===== config.mk =====
export PLATFORM = sky130hd
export DESIGN_NAME = ram_line_arbiter
export DESIGN_NICKNAME = d
export VERILOG_FILES = /design/src/rtl/ram_line_arbiter.sv
export SDC_FILE = /design/constraint.sdc
export NUM_CORES = 1
export LEC_CHECK = 0
export CAP_MARGIN = 15
export CELL_PAD_IN_SITES_DETAIL_PLACEMENT = 0
export CELL_PAD_IN_SITES_GLOBAL_PLACEMENT = 1
export CORE_AREA = 5 5 462 464
export DETAILED_ROUTE_END_ITERATION = 16
export DIE_AREA = 0 0 467 469
export MAX_ROUTING_LAYER = met4
export PLACE_DENSITY_LB_ADDON = 0.1
export SYNTH_ARGS = -nofsm -noshare
export SYNTH_HDL_FRONTEND = slang
export SYNTH_SLANG_ARGS = --single-unit

===== constraint.sdc =====
create_clock -name clk -period 5.3 [get_ports clk]
set_input_delay 0.795 -clock clk [delete_from_list [all_inputs] [get_ports clk]]
set_output_delay 0.795 -clock clk [all_outputs]
set_load 0.01 [all_outputs]

===== src/rtl/ram_line_arbiter.sv =====
// ram_line_arbiter
//
// Round-robin arbiter that shares the single line-fill RAM port among up to
// NUM_REQ cache miss requesters. One fill is in flight at a time: the winner's
// address is latched, a one-cycle ram_req pulse is issued, and the returned
// line is forwarded only to the granted requester. A watchdog turns a missing
// ram_ready into an error response. The arbiter then waits for the late
// completion before it issues anything else.
//
// Ports
//   clk, rst_n   rising-edge clock, asynchronous active-low reset
//   req_valid    per-requester fill request (level, held until its resp_valid)
//   req_addr     flattened addresses, requester i at [i*ADDR_W +: ADDR_W]
//   resp_valid   one-cycle pulse to the served requester
//   resp_err     qualifies resp_valid: fill timed out, resp_data is zero
//   resp_data    returned line, valid with resp_valid
//   grant_id     index of the requester currently being served
//   busy         high whenever the arbiter is not idle
//   ram_req      one-cycle request pulse to the RAM
//   ram_address  address to the RAM, held from issue through completion
//   ram_data     line from the RAM, sampled on ram_ready
//   ram_ready    RAM completion pulse
module ram_line_arbiter #(
  parameter int NUM_REQ = 4,
  parameter int ADDR_W  = 32,
  parameter int LINE_W  = 512,
  parameter int TIMEOUT = 255
) (
  input  logic                      clk,
  input  logic                      rst_n,
  input  logic [NUM_REQ-1:0]        req_valid,
  input  logic [NUM_REQ*ADDR_W-1:0] req_addr,
  output logic [NUM_REQ-1:0]        resp_valid,
  output logic                      resp_err,
  output logic [LINE_W-1:0]         resp_data,
  output logic [2:0]                grant_id,
  output logic                      busy,
  output logic                      ram_req,
  output logic [ADDR_W-1:0]         ram_address,
  input  logic [LINE_W-1:0]         ram_data,
  input  logic                      ram_ready
);

  // The watchdog counter is 8 bits wide, so TIMEOUT must stay within 1..255.
  localparam logic [7:0]         TIMEOUT_8 = 8'(TIMEOUT);
  localparam logic [3:0]         NUM_REQ_4 = 4'(NUM_REQ);
  localparam logic [NUM_REQ-1:0] ONE_HOT0  = NUM_REQ'(1);

  typedef enum logic [2:0] {IDLE, ISSUE, WAIT, RESP, DRAIN} state_t;

  state_t               state;
  state_t               state_next;
  logic [2:0]           rr_ptr;
  logic [7:0]           cnt;

  logic [2*NUM_REQ-1:0] req_dbl;
  logic [NUM_REQ-1:0]   req_rot;
  logic                 found;
  logic [3:0]           offset;
  logic [3:0]           cand;
  logic [2:0]           pick;
  logic [ADDR_W-1:0]    sel_addr;
  logic [3:0]           rr_inc;
  logic [2:0]           rr_next;
  logic                 timeout_hit;

  // Rotate the request vector so bit 0 is the requester at rr_ptr; the lowest
  // set bit of the rotated vector is then the round-robin winner.
  always_comb begin
    req_dbl  = {req_valid, req_valid};
    req_rot  = NUM_REQ'(req_dbl >> rr_ptr);
    found    = |req_rot;
    offset   = '0;
    for (int k = NUM_REQ - 1; k >= 0; k--) begin
      if (req_rot[k]) begin
        offset = 4'(k);
      end
    end
    cand = {1'b0, rr_ptr} + offset;
    if (cand >= NUM_REQ_4) begin
      cand = cand - NUM_REQ_4;
    end
    pick     = cand[2:0];
    sel_addr = '0;
    for (int j = 0; j < NUM_REQ; j++) begin
      if (cand == 4'(j)) begin
        sel_addr = req_addr[j*ADDR_W +: ADDR_W];
      end
    end
  end

  always_comb begin
    rr_inc  = {1'b0, grant_id} + 4'd1;
    rr_next = (rr_inc >= NUM_REQ_4) ? 3'd0 : rr_inc[2:0];
  end

  // ram_ready wins over the watchdog when both land in the same cycle.
  assign timeout_hit = (state == WAIT) && !ram_ready && (cnt == TIMEOUT_8);

  always_ff @(posedge clk or negedge rst_n) begin
    if (!rst_n) begin
      state <= IDLE;
    end else begin
      state <= state_next;
    end
  end

  always_comb begin
    state_next = state;
    case (state)
      IDLE:    if (found) state_next = ISSUE;
      ISSUE:   state_next = WAIT;
      WAIT:    if (ram_ready || cnt == TIMEOUT_8) state_next = RESP;
      // After a timeout the RAM still owes a completion; hold off new issues.
      RESP:    state_next = resp_err ? DRAIN : IDLE;
      DRAIN:   if (ram_ready) state_next = IDLE;
      default: state_next = IDLE;
    endcase
  end

  // All outputs are registered from the next-state decode, so they line up
  // with the state they describe and have no path from the inputs.
  always_ff @(posedge clk or negedge rst_n) begin
    if (!rst_n) begin
      rr_ptr      <= '0;
      grant_id    <= '0;
      busy        <= 1'b0;
      ram_req     <= 1'b0;
      ram_address <= '0;
      resp_valid  <= '0;
      resp_err    <= 1'b0;
      resp_data   <= '0;
      cnt         <= '0;
    end else begin
      busy       <= (state_next != IDLE);
      ram_req    <= (state_next == ISSUE);
      resp_valid <= (state_next == RESP) ? (ONE_HOT0 << grant_id) : '0;
      resp_err   <= timeout_hit;

      // The address is captured once at grant; later req_addr changes are
      // ignored because the RAM samples ram_address at completion.
      if (state == IDLE && found) begin
        grant_id    <= pick;
        ram_address <= sel_addr;
      end

      if (state == ISSUE) begin
        cnt <= '0;
      end else if (state == WAIT && cnt != TIMEOUT_8) begin
        cnt <= cnt + 8'd1;
      end

      if (state == WAIT) begin
        if (ram_ready) begin
          resp_data <= ram_data;
        end else if (cnt == TIMEOUT_8) begin
          resp_data <= '0;
        end
      end

      if (state == RESP) begin
        rr_ptr <= rr_next;
      end
    end
  end

endmodule

**After elaboration in Yosys (flattened, before gate mapping)**

Index checks and enable logic that the tools add are counted.

- Magnitude comparators: 2
- Reductions and logical operators: 13
- Add/sub/neg operators: 4
- Shifts and indexed selects: 2
- Muxes and demuxes: 20
- Equality and inequality tests: 11

Operators with widths:

| kind | count |
|---|---|
| 512-bit two-way mux | 2 |
| 32-bit two-way mux | 4 |
| 8-bit two-way mux | 2 |
| 3-bit two-way mux | 5 |
| 3-bit case mux with 5 select lines | 1 |
| 4-bit two-way mux | 3 |
| 3-bit by 2-bit equality test with 1-bit output, second input constant | 3 |
| 8-bit by 1-bit adder with 8-bit output, second input constant | 1 |
| 4-bit by 2-bit equality test with 1-bit output, second input constant | 2 |
| 8-bit equality test, second input constant | 1 |
| 4-bit by 3-bit greater-or-equal comparator with 1-bit output, second input constant | 2 |
| 8-bit != test, second input constant | 1 |
| 8-bit by 3-bit >> shifter with 4-bit output | 1 |
| 3-bit by 1-bit equality test with 1-bit output, second input constant | 2 |
| 2-bit two-way mux | 3 |
| 3-bit by 1-bit adder with 4-bit output, second input constant | 1 |
| 3-bit by 4-bit adder with 4-bit output | 1 |
| 4-bit by 1-bit equality test with 1-bit output, second input constant | 1 |
| 1-bit logical AND | 4 |
| 4-bit zero test | 1 |
| 2-bit nonzero test | 2 |
| 4-bit OR reduction | 1 |
| 1-bit by 3-bit << shifter with 4-bit output, first input constant | 1 |
| 4-bit by 3-bit subtractor with 4-bit output, second input constant | 1 |
| 6 further kinds | 6 |

- Input bits: 647
- Register bits after elaboration: 568

**Longest topological paths before layout**

- Depth in word-level cells: 13
- Gate-level depth with buffers: 16
- Mapped depth without buffers: 15

**Worst setup path after synthesis**

Ideal clock, no wire load.

- Path kind: in2reg
- Start: in req_valid[0]
- End: reg ram_address[30]
- Arrival: 3.622 ns
- Stages: 11
- Setup slack: 1.586 ns
- Path buffers: 0
- Setup time: 0.092 ns
- Data required time: 5.208 ns
- Cell sequence: nor2b_1 or3_1 o31a_1 fa_1 xnor2_2 inv_1 ha_1 o211a_4 a2111oi_4 a22oi_1 o31ai_2

- Word-level cells in the longest chain between the ends: 13
- Elaborated cells on any way between the ends: 19
- Classes of those cells: 2 x add/sub; 1 x order compare; 3 x eq/ne; 1 x shift; 9 x mux; 3 x reduce/logical

RTL lines:

| element | line | RTL |
|---|---|---|
| start: declaration | 31 | `input logic [NUM_REQ-1:0] req_valid,` |
| 8-bit by 3-bit >> shifter with 4-bit output (*) | 71 | `req_rot = NUM_REQ'(req_dbl >> rr_ptr);` |
| 2-bit two-way mux (3 in series) | 75 | `if (req_rot[k]) begin` |
| 4-bit two-way mux | 75 |  |
| 3-bit by 4-bit adder with 4-bit output | 79 | `cand = {1'b0, rr_ptr} + offset;` |
| 4-bit by 3-bit subtractor with 4-bit output / 4-bit by 3-bit greater-or-equal comparator with 1-bit output (equally long branches) | 81, 80 |  |
| 4-bit two-way mux | 80 | `if (cand >= NUM_REQ_4) begin` |
| 4-bit zero test | 86 | `if (cand == 4'(j)) begin` |
| 32-bit two-way mux (4 in series) | 86 |  |
| end signal: assignment | 144 | `ram_address <= sel_addr;` |
| end: declaration | 39 | `output logic [ADDR_W-1:0] ram_address,` |

Every way passes the cells marked *; elsewhere a longest branch is shown, timed or not.
A chain may end at the register's enable or synchronous reset.

**Worst setup path in the final report**

- Start: in req_valid[2]
- End: reg ram_address[31]

Same word-level chain as after synthesis.

==> results_tabular.tex <==
\begin{tabular}{lr}
\hline
Metric & Value \\
\hline
\multicolumn{2}{l}{\textbf{Logic synthesis}} \\
\quad Cell count after synthesis & around 1500 \\
\quad Dominant cell type by area after synthesis & sky130\_fd\_sc\_hd\_\_dfrtp\_1 \\
\quad Main flop type after synthesis & sky130\_fd\_sc\_hd\_\_dfrtp\_1 \\
\quad Average cell area after synthesis & 14.0 um\^{}2 \\
\quad Summed instance area of the synthesized netlist & 21600 um\^{}2 \\
\quad Number of nets produced by synthesis & 2194 \\
\quad Top cell type's share of synthesized area & $\sim$66\% \\
\quad Part of the Yosys area used for sequential elements & 65.9\% \\
\quad Flop and latch count out of synthesis & 568 \\
\quad Number of library cell types mapped by synthesis & 58 \\
\quad Most area-consuming cells after synthesis & sky130\_fd\_sc\_hd\_\_dfrtp\_1 66\%, sky130\_fd\_sc\_hd\_\_a22o\_1 21\%, sky130\_fd\_sc\_hd\_\_buf\_2 1.5\%, sky130\_fd\_sc\_hd\_\_mux2i\_1 1.5\%, sky130\_fd\_sc\_hd\_\_a221oi\_2 1.4\% \\
\quad Post-synth ARST share & 100\% \\
\quad Number of enable flip-flop cells after synthesis & 0 \\
\quad Number of warnings reported in the yosys synthesis log & 0 \\
\multicolumn{2}{l}{\textbf{Worst setup path}} \\
\quad Critical path start-end classification & in -> reg \\
\quad Arrival time of data at the critical path endpoint & between 4000 and 5000 ps \\
\quad Register-to-register setup slack & approximately 1100 ps \\
\quad Buf/Inv on CP & 5 \\
\quad CP Data Required Time & a little under 6000 ps \\
\quad Critical Path Fanout Max & 13 \\
\quad Endpoint of the most critical register-to-register path & ram\_address[31]\$\_DFFE\_PN0P\_ \\
\quad Cells traversed along the worst timing path & clkdlybuf4s50\_1 > buf\_4 > o311ai\_0 > ha\_2 > inv\_1 > fa\_1 > xnor2\_2 > inv\_1 > ha\_1 > o211a\_4 > a2111oi\_4 > buf\_12 > a221oi\_1 > nor2\_1 \\
\quad Delay of the slowest cell on the worst path & 640 ps \\
\quad CP most frequent cell & sky130\_fd\_sc\_hd\_\_inv\_1 \\
\quad Startpoint of the most critical setup path & req\_valid[2] \\
\quad Type of element capturing the critical path & register \\
\quad Critical path endpoint & ram\_address[31]\$\_DFFE\_PN0P\_ \\
\quad Worst reg2reg path depth & 13 \\
\quad Slowest cell on the critical path & sky130\_fd\_sc\_hd\_\_o311ai\_0 \\
\quad Worst reg2reg path startpoint & rr\_ptr[0]\$\_DFFE\_PN0N\_ \\
\quad Top Family by Delay on Critical Path & compound AO/OA/AOI/OAI gates \\
\quad Startpoint kind of the worst setup timing path & input port \\
\quad Critical Path Stages & 14 \\
\multicolumn{2}{l}{\textbf{Hold path}} \\
\quad Class of the most critical hold timing path & in -> async \\
\multicolumn{2}{l}{\textbf{Timing}} \\
\quad Worst rel slew slack & between 20\% and 30\% \\
\quad TNS Setup & 0 ps \\
\quad Unrepaired setup endpoints after global routing & false \\
\quad Final period util & 80.3\% \\
\quad Hold violation count in the final report & 0 \\
\quad Max-slew violation count & 0 \\
\quad Max Clock Freq & roughly 230 MHz \\
\quad Min Clock Period, post-route & 4260 ps \\
\quad Max Clock Skew & between 20 and 25 ps \\
\quad Slew at the pin closest to its max-slew limit & approximately 1100 ps \\
\quad Final setup violating endpoints & 0 \\
\multicolumn{2}{l}{\textbf{Finish}} \\
\quad Layout net count & between 3000 and 4000 \\
\quad Ratio of cells with drive above 1 in the final layout & under 10\% \\
\quad P\&R area growth vs syn & 85.8\% \\
\quad Post-Route Utilization & a little under a fifth \\
\quad Cell Count, Final, Fillers Out & between 5000 and 6000 \\
\quad Post-layout instance area & $\sim$40000 um\^{}2 \\
\multicolumn{2}{l}{\textbf{CTS}} \\
\quad CTS resizes & 0 \\
\quad Latest clock arrival within the worst-skew pair & slightly below 700 ps \\
\quad Clock sinks & 568 \\
\quad CTS HTree Levels & 3 \\
\quad Count of buffers added by post-CTS timing repair for setup & 0 \\
\quad TritonCTS clock tree & yes \\
\quad Master cell of the clock root buffer & sky130\_fd\_sc\_hd\_\_clkbuf\_16 \\
\quad Inserted Clock Buffers & 84 \\
\quad Post-CTS Hold Buffers & 0 \\
\quad Clock transition at the register clock pins on the worst setup and hold paths after CTS & around 60 ps \\
\quad Maximum root-to-sink buffer count & 3 \\
\multicolumn{2}{l}{\textbf{Global routing}} \\
\quad Total gr overflow & 0 \\
\quad Initial antenna violation count & between 90 and 100 \\
\quad Via count of the first global-routing pass & 20800 \\
\quad Wire length of the first global-routing pass & approximately 190 mm \\
\quad Overall Global Routing Usage & about 13\% \\
\quad Maximum number of pins on one net before global-route repair & roughly 130 \\
\multicolumn{2}{l}{\textbf{Detailed routing}} \\
\quad Avg WL per Cell & between 20 and 30 um \\
\quad Via density & $\sim$3.4 \\
\quad Routed Antenna Nets & 0 \\
\quad Number of DRC markers in iteration 0 & about 900 \\
\quad Routed Wire Length & about 140 mm \\
\quad First-pass detailed-route iteration total & 5 \\
\quad Post-detailed-route DRC marker count & 0 \\
\quad Total vias in the final route & around 19000 \\
\multicolumn{2}{l}{\textbf{Power}} \\
\quad Power density over the cells & around 640 nW/um\^{}2 \\
\quad Worst voltage drop across the vdd grid & $\sim$0.00025 V \\
\quad Post-layout total power & 25.7 mW \\
\quad Static leakage & approximately 16 nW \\
\multicolumn{2}{l}{\textbf{Floorplanning}} \\
\quad IO Pins & roughly 1200 \\
\quad Die area & between 200000 and 250000 um\^{}2 \\
\quad Vert. Die Dim & 469 um \\
\quad Core box area & 209000 um\^{}2 \\
\quad Die Wd & between 400 and 500 um \\
\quad Starting density of the core & about a tenth \\
\quad Floorplan row count & around 170 \\
\multicolumn{2}{l}{\textbf{Place}} \\
\quad Detail Placement HPWL & approximately 110 mm \\
\quad Final weighted congestion in routability-driven placement & slightly below 0.8 \\
\quad Placed instance count & around 5400 \\
\quad Cell area after placement & 36900 um\^{}2 \\
\quad Count of buffers inserted at the top-level ports & between 1000 and 1500 \\
\multicolumn{2}{l}{\textbf{Status}} \\
\quad Run status & finished, final reports clean \\
\multicolumn{2}{l}{\textbf{Run}} \\
\quad Max\_cap viols & 0 \\
\hline
\end{tabular}
worst reg2reg max path: cells and delay by family, from the launching register on:
kind / cells / cell delay, ps
AO/OA/AOI/OAI: 4 / 1440
XOR/XNOR: 1 / 330
adder cells (fa/ha/maj): 3 / 1060
buffers and inverters: 3 / 400
flip-flops: 1 / 510
AND/OR/NAND/NOR: 2 / 390
placed cells by master, fill, tap and decap left out, drive strengths merged, types with 30 or more instances in the layout:
master and instances:
mux2i 32, nand2 51, clkbuf 121, a22o 512
nor2 71, o21ai 43, dfrtp 568, clkdlybuf4s50 1199
a221oi 30, diode 52, buf 37
state kept, by name (all words and copies together), names as in the netlist:
name and flops:
grant_id 3, ram_req 1, rr_ptr 3, resp_err 1, busy 1, resp_valid 4, ram_address 32, state 3
resp_data 512, cnt 8
kinds of logic after synthesis:
kind of cell             synth area share (%)
AO/OA/AOI/OAI                            24.8
XOR/XNOR                                0.319
adder cells (fa/ha/maj)                 0.673
buffers and inverters                    3.21
flip-flops                               65.9
multiplexers                             1.49
AND/OR/NAND/NOR                          3.61
routing by layer:
layer  vias up  share of wire, %  GRT usage [%]
met3       236                11           6.60
met5         -                 0              -
met4         0               3.3           4.14
met1      9583                37           13.2
met2       945                48           20.6
li1       8349                 -              -
worst min-delay path by stage:
stage,startpoint,to,cells after the start
floorplan,cnt[6]$_DFFE_PN0P_,cnt[6]$_DFFE_PN0P_,1
global placement,resp_data[312]$_DFFE_PN0P_,resp_data[312]$_DFFE_PN0P_,1
detailed placement,resp_data[163]$_DFFE_PN0P_,resp_data[163]$_DFFE_PN0P_,1
CTS,rst_n,resp_data[286]$_DFFE_PN0P_,1
global route,rst_n,resp_data[286]$_DFFE_PN0P_,1
finish,rst_n,resp_data[286]$_DFFE_PN0P_,1
through the flow:
step | setup WS (ps) | hold WS (ps)
finish | 1040 | 167
global route | 796 | 175
CTS | 969 | 140
detailed placement | 217 | 490
global placement | 306 | 487
floorplan | 1590 | 450
cells in the mapped netlist (2+ instances only):
cell type                  number
sky130_fd_sc_hd__a221oi_1      10
sky130_fd_sc_hd__a221oi_2      20
sky130_fd_sc_hd__a22o_1       512
sky130_fd_sc_hd__a22oi_1        2
sky130_fd_sc_hd__a22oi_2        2
sky130_fd_sc_hd__a311oi_2       2
sky130_fd_sc_hd__and2_1         6
sky130_fd_sc_hd__and3_1         5
sky130_fd_sc_hd__and4_1         2
sky130_fd_sc_hd__buf_1         13
sky130_fd_sc_hd__buf_2         65
sky130_fd_sc_hd__buf_4          5
sky130_fd_sc_hd__buf_6          4
sky130_fd_sc_hd__clkbuf_1      49
sky130_fd_sc_hd__dfrtp_1      568
sky130_fd_sc_hd__ha_1          10
sky130_fd_sc_hd__inv_1         12
sky130_fd_sc_hd__mux2i_1       32
sky130_fd_sc_hd__nand2_1       51
sky130_fd_sc_hd__nand2b_1       3
sky130_fd_sc_hd__nand3_1        4
sky130_fd_sc_hd__nand3b_1       3
sky130_fd_sc_hd__nand4_1        4
sky130_fd_sc_hd__nor2_1        61
sky130_fd_sc_hd__nor2_2        10
sky130_fd_sc_hd__nor2b_1        3
sky130_fd_sc_hd__o21ai_0       39
sky130_fd_sc_hd__o21ai_1        3
sky130_fd_sc_hd__o311ai_0       2
sky130_fd_sc_hd__or3_1          2
sky130_fd_sc_hd__xnor2_1        3
sky130_fd_sc_hd__xor2_1         3
report_power, final:
group | switching, mW | internal [mW]
sequential | 1.25 | 6.35
combinational | 5.76 | 6.12
clock | 2.36 | 3.83
total | 9.36 | 16.3
layout make-up:
class	count	area, um^2
fillers	22700	169000
flip-flops and latches	568	14200
repair buffers	1236	12500
multi-input cells	819	6670
well taps	2805	3510
clock buffers	121	2510
clock inverters	33	495
diodes	52	130
inverters	13	51.3
No activity file was read; power rests on OpenSTA's default activity.
==> RTL edit 1 (same settings) <==
`LINE_W`: 512 -> 128.
--- a/src/rtl/ram_line_arbiter.sv
+++ b/src/rtl/ram_line_arbiter.sv
@@ -23,7 +23,7 @@
 module ram_line_arbiter #(
   parameter int NUM_REQ = 4,
   parameter int ADDR_W  = 32,
-  parameter int LINE_W  = 512,
+  parameter int LINE_W  = 128,
   parameter int TIMEOUT = 255
 ) (
   input  logic                      clk,
Interface: changed (resized ram_data and resp_data); port bits go from 1201 to 433. The function was not compared with the original's and may differ.
==> RTL edit 1 against the original RTL <==
Sequential cell count decreased by 384. Total power decreased by 64%. Combinational power decreased by 57%. Die area unchanged. Area after synthesis decreased by 62%. Wire length decreased by 61%. Setup slack got worse by 0.053 ns. Cell area decreased by 59%. Critical endpoint is now ram_address[25]$_DFFE_PN0P_.
==> RTL edit 1: results (changes against the original RTL) <==
status:
  outcome: "finished clean"
cts:
  cts_post_setup_buffers_inserted: 0  # unchanged
  htreeDepth: 4  # +1
  post_cts_resized: 0  # unchanged
  cts_root_buffer: "sky130_fd_sc_hd__clkbuf_16"
  tritoncts.num_buffers: 17  # -80%
  maximum_buffer_depth_of_the_clock_tree: 2  # -1
  clock_latency_ns: 0.55  # -0.14 ns
  clkTransAtPathRegs_ns: 0.08  # +0.02 ns
min_path:
  hold_path_class: "in2async"
critical_path:
  path_max_fanout: 17  # +4
  worst_r2r_path_depth: 17  # +4
  max_incr_delay_on_cp_ns: 0.61  # -0.03 ns
  critical-path-slowest-cell: "sky130_fd_sc_hd__clkdlybuf4s50_1"
cells_and_area:
  finish.cell_count_without_fillers: 3967  # -30%
  layout_top_registers: "resp_data x128, ram_address x32, cnt x8"
  final_layout_net_count: 1386  # -59%
  layout-drive-gt1-share_pct: 7.82  # -0.46 points
synth:
  synth_sequential_area_ratio_pct: 56.9  # -9.0 points
  synth.top_cells.by_area: "sky130_fd_sc_hd__dfrtp_1 (57%), sky130_fd_sc_hd__a22o_1 (14%), sky130_fd_sc_hd__mux2_2 (3.6%)"
  syn-mean-instance-area_um2: 11.5  # -18%
  ys_warn_count: 0  # unchanged
  async_reset_ff_share_pct: 100  # unchanged
  synth_cell_types: 49  # -16%
  yosys-top-cells-count: "sky130_fd_sc_hd__dfrtp_1 (184), sky130_fd_sc_hd__a22o_1 (128), sky130_fd_sc_hd__nor2_1 (56)"
  syn-num-nets: 977  # -55%
routing:
  routed_wl_mm: 55.3  # -61%
  first_pass_iters: 4  # -1
  drt_iter0_markers: 318  # -64%
  vias_per_cell: 1.89  # -44%
timing:
  clock-skew-final_ns: 0.0231  # +0.00188 ns
  tightestPinTransition_ns: 0.916  # -0.211 ns
placement:
  portBuffers: 432  # -64%
  number_of_placed_cells_counting_well_taps: 3898  # -28%
  dpl.hpwl_mm: 41.6  # -62%
  dp_worst_setup_slack_ns: 0.384  # +0.167 ns
  final_gp_congestion: 0.679  # -14%
  placed_cell_area_um2: 15900  # -57%
power:
  vdd_ir_drop_max_uv: 268  # +5.9%
  static_leakage_nw: 5.53  # -66%
grt:
  via_count_of_the_first_global_routing_pass: 8163  # -61%
  grt_first_pass_wirelength_mm: 74.8  # -60%
  initial_antenna_violation_count: 37  # -61%
  track_usage_pct: 5.18  # -7.5 points
  grt_max_degree: 78  # -38%
RTL edit 1: final timing paths:
kind / from / slack (ns) / end
max: req_valid[0] / 0.99 / ram_address[25]$_DFFE_PN0P_
min: rst_n / 0.18 / rr_ptr[2]$_DFFE_PN0N_
max reg2reg: rr_ptr[2]$_DFFE_PN0N_ / 1.29 / ram_address[25]$_DFFE_PN0P_
min reg2reg: resp_data[5]$_DFFE_PN0P_ / 0.51 / resp_data[5]$_DFFE_PN0P_
max in group asynchronous: rst_n / 3.84 / resp_data[103]$_DFFE_PN0P_
min in group clk: resp_data[5]$_DFFE_PN0P_ / 0.51 / resp_data[5]$_DFFE_PN0P_
RTL edit 1: layout make-up:
cell class	count	area, µm²
clock inverter	14	184
sequential	184	4600
clock buffer	18	429
tap	2805	3510
multi-input combinational	448	3250
fill	24261	192000
inverter	14	52.6
antenna	37	92.6
timing repair buffer	447	4490
RTL edit 1: cell families (layout without fill, tap and decap cells):
family	count (synthesis)	count (layout)	share of synthesized area, %
flops	184	184	56.9
simple gates	164	164	9.73
buf+inv	71	493	3.42
other cells	0	37	0
mux	29	29	4.30
fa+ha+maj	11	11	1.79
compound gates	237	237	23.0
xor+xnor	7	7	0.851
RTL edit 1: worst max-delay path: cells and delay by family:
family                   cells  cell delay [ns]
AO/OA/AOI/OAI                6             1.07
XOR/XNOR                     1             0.24
buffers and inverters        4             1.06
AND/OR/NAND/NOR              3             0.56
adder cells (fa/ha/maj)      3             1.00
RTL edit 1: where the power goes:
group,total (mW),switching [mW],internal (mW)
clock network,1.53,0.774,0.756
registers,2.46,0.417,2.04
logic,5.17,2.78,2.39
RTL edit 1: metal layers:
metal	global-route usage, %	share of wire [%]	vias to the layer above
met5	-	0	-
met3	3.41	13	27
met1	6.25	46	3624
li1	-	-	3493
met2	6.94	40	357
met4	1.47	1.4	0
==> RTL edit 2 (config.mk and constraints unchanged) <==
Made on the original files. The 5 states of `state_t` get a one-hot encoding in 5 bits.
--- a/src/rtl/ram_line_arbiter.sv
+++ b/src/rtl/ram_line_arbiter.sv
@@ -46,7 +46,7 @@
   localparam logic [3:0]         NUM_REQ_4 = 4'(NUM_REQ);
   localparam logic [NUM_REQ-1:0] ONE_HOT0  = NUM_REQ'(1);
 
-  typedef enum logic [2:0] {IDLE, ISSUE, WAIT, RESP, DRAIN} state_t;
+  typedef enum logic [4:0] {IDLE = 5'b00001, ISSUE = 5'b00010, WAIT = 5'b00100, RESP = 5'b01000, DRAIN = 5'b10000} state_t;
 
   state_t               state;
   state_t               state_next;
Formal check against the unedited RTL: same outputs for any inputs over 4 cycles, from zero or initial values and one cycle with rst_n low; so few cycles prove little.
==> RTL edit 2 against the original RTL <==
Total power fell by 0.40%. Cell area rose by 1.1%. Area after synthesis rose by 2.3%. Sequential cell count rose by 2. Wire length rose by 1.3%. Utilization rose by 0.22 points. Setup slack got worse by 0.085 ns. Via count rose by 4.0%. Critical path type unchanged. Critical endpoint is now ram_address[12]$_DFFE_PN0P_. Largest power group unchanged.
==> RTL edit 2: results (changes against the original RTL) <==
synth:
  syn-instance-count: 1613  # +5.0%
  syn-num-nets: 2271  # +3.5%
  synth_compound_gate_area_share_pct: 25.0  # +0.23 points
  synth.mux.area_fraction_pct: 2.22  # +0.73 points
  synth.top_cells.by_area: "sky130_fd_sc_hd__dfrtp_1 (65%), sky130_fd_sc_hd__a22o_1 (20%), sky130_fd_sc_hd__buf_2 (1.5%)"
  async_reset_ff_share_pct: 100  # unchanged
  post_synth_xor_area_fraction_pct: 0.0795  # -0.24 points
  synth-adder-area-share_pct: 0.658  # -0.015 points
  yosys-top-cells-count: "sky130_fd_sc_hd__dfrtp_1 (569), sky130_fd_sc_hd__a22o_1 (512), sky130_fd_sc_hd__clkbuf_1 (67)"
  synth_cell_types: 60  # +3.4%
cells_and_area:
  layout.buffer.nonclock.area_share_pct: 30.9  # -0.26 points
  layout-area-overhead-vs-synth_pct: 83.8
  seq_share_pct: 35.2  # -0.28 points
  final_layout_net_count: 3440  # +1.8%
  inverter_count: 34  # +21
  num-nonclk-buffers: 1235  # -0.081%
  clock_area_share_pct: 7.27  # -0.24 points
  ant_diodes: 49  # -5.8%
  num-multi-input-gates: 857  # +4.6%
  n_clock_buffer: 131  # +8.3%
  number_of_fill_cells: 22647  # -0.022%
  multi_input_comb_area_um2: 7030  # +5.5%
power:
  power_switching_share_pct: 35.6  # -0.90 points
  switchingPower_mw: 9.10  # -2.8%
  pg_clk_mw: 5.99  # -3.2%
  static_leakage_nw: 16.2  # +0.79%
grt:
  grt_max_degree: 141  # +13%
  initial_antenna_violation_count: 70  # -27%
  via_count_of_the_first_global_routing_pass: 21091  # +1.5%
  track_usage_pct: 12.8  # +0.14 points
  grt_first_pass_wirelength_mm: 190  # +1.5%
critical_path:
  path_max_fanout: 19  # +6
  critical-path-top-delay-family: "simple AND/OR/NAND/NOR gates"
  max_incr_delay_on_cp_ns: 0.92  # +0.28 ns
  critPathArrivalTime_ns: 4.83  # -0.04 ns
  critical-path-slowest-cell: "sky130_fd_sc_hd__nor2_2"
placement:
  placed_cell_area_um2: 37400  # +1.4%
  final_gp_congestion: 0.810  # +2.9%
  number_of_placed_cells_counting_well_taps: 5500  # +1.1%
  dpl.hpwl_mm: 110  # +0.77%
  dp_worst_setup_slack_ns: 0.333  # +0.116 ns
routing:
  routed_wl_mm: 144  # +1.3%
  wire_length_per_cell_after_detailed_routing_um: 25.2  # +0.34%
cts:
  clock_latency_ns: 0.72  # +0.03 ns
timing:
  slew-limit-headroom_pct: 21.3  # -3.5 points
status:
  outcome: "finished clean"
## RTL edit 2: path summary, 6_finish.rpt
| kind | to | cells after the start | startpoint | slack [ns] |
|---|---|---|---|---|
| worst max-delay path | ram_address[12]$_DFFE_PN0P_ | 15 | req_valid[1] | 0.96 |
| min in group clk | resp_data[265]$_DFFE_PN0P_ | 1 | resp_data[265]$_DFFE_PN0P_ | 0.50 |
| max in group asynchronous | resp_data[499]$_DFFE_PN0P_ | 2 | rst_n | 3.94 |
| worst min register to register | resp_data[265]$_DFFE_PN0P_ | 1 | resp_data[265]$_DFFE_PN0P_ | 0.50 |
| worst max register to register | ram_address[12]$_DFFE_PN0P_ | 15 | rr_ptr[0]$_DFFE_PN0N_ | 1.00 |
| worst min-delay path | resp_data[307]$_DFFE_PN0P_ | 1 | rst_n | 0.02 |
## RTL edit 2: worst reg2reg max path, cell delays in order, from the launching register on
cell and delay, ns:
sky130_fd_sc_hd__dfrtp_1 0.54, sky130_fd_sc_hd__inv_1 0.14, sky130_fd_sc_hd__or4_1 0.51, sky130_fd_sc_hd__a21oi_1 0.15, sky130_fd_sc_hd__a311o_1 0.19, sky130_fd_sc_hd__ha_4 0.16
sky130_fd_sc_hd__inv_1 0.05, sky130_fd_sc_hd__fa_2 0.41, sky130_fd_sc_hd__xor2_1 0.18, sky130_fd_sc_hd__buf_4 0.18, sky130_fd_sc_hd__inv_1 0.05, sky130_fd_sc_hd__ha_1 0.16
sky130_fd_sc_hd__and3b_1 0.21, sky130_fd_sc_hd__a211oi_2 0.06, sky130_fd_sc_hd__nor2_2 0.92, sky130_fd_sc_hd__o41ai_1 0.21
## RTL edit 2: routing by layer
metal	vias up	track usage [%]	wire, µm
li1	8672	-	-
met1	10144	13.7	54900
met2	887	21.1	70700
met3	169	5.24	13200
met4	0	4.90	4790
met5	-	-	0
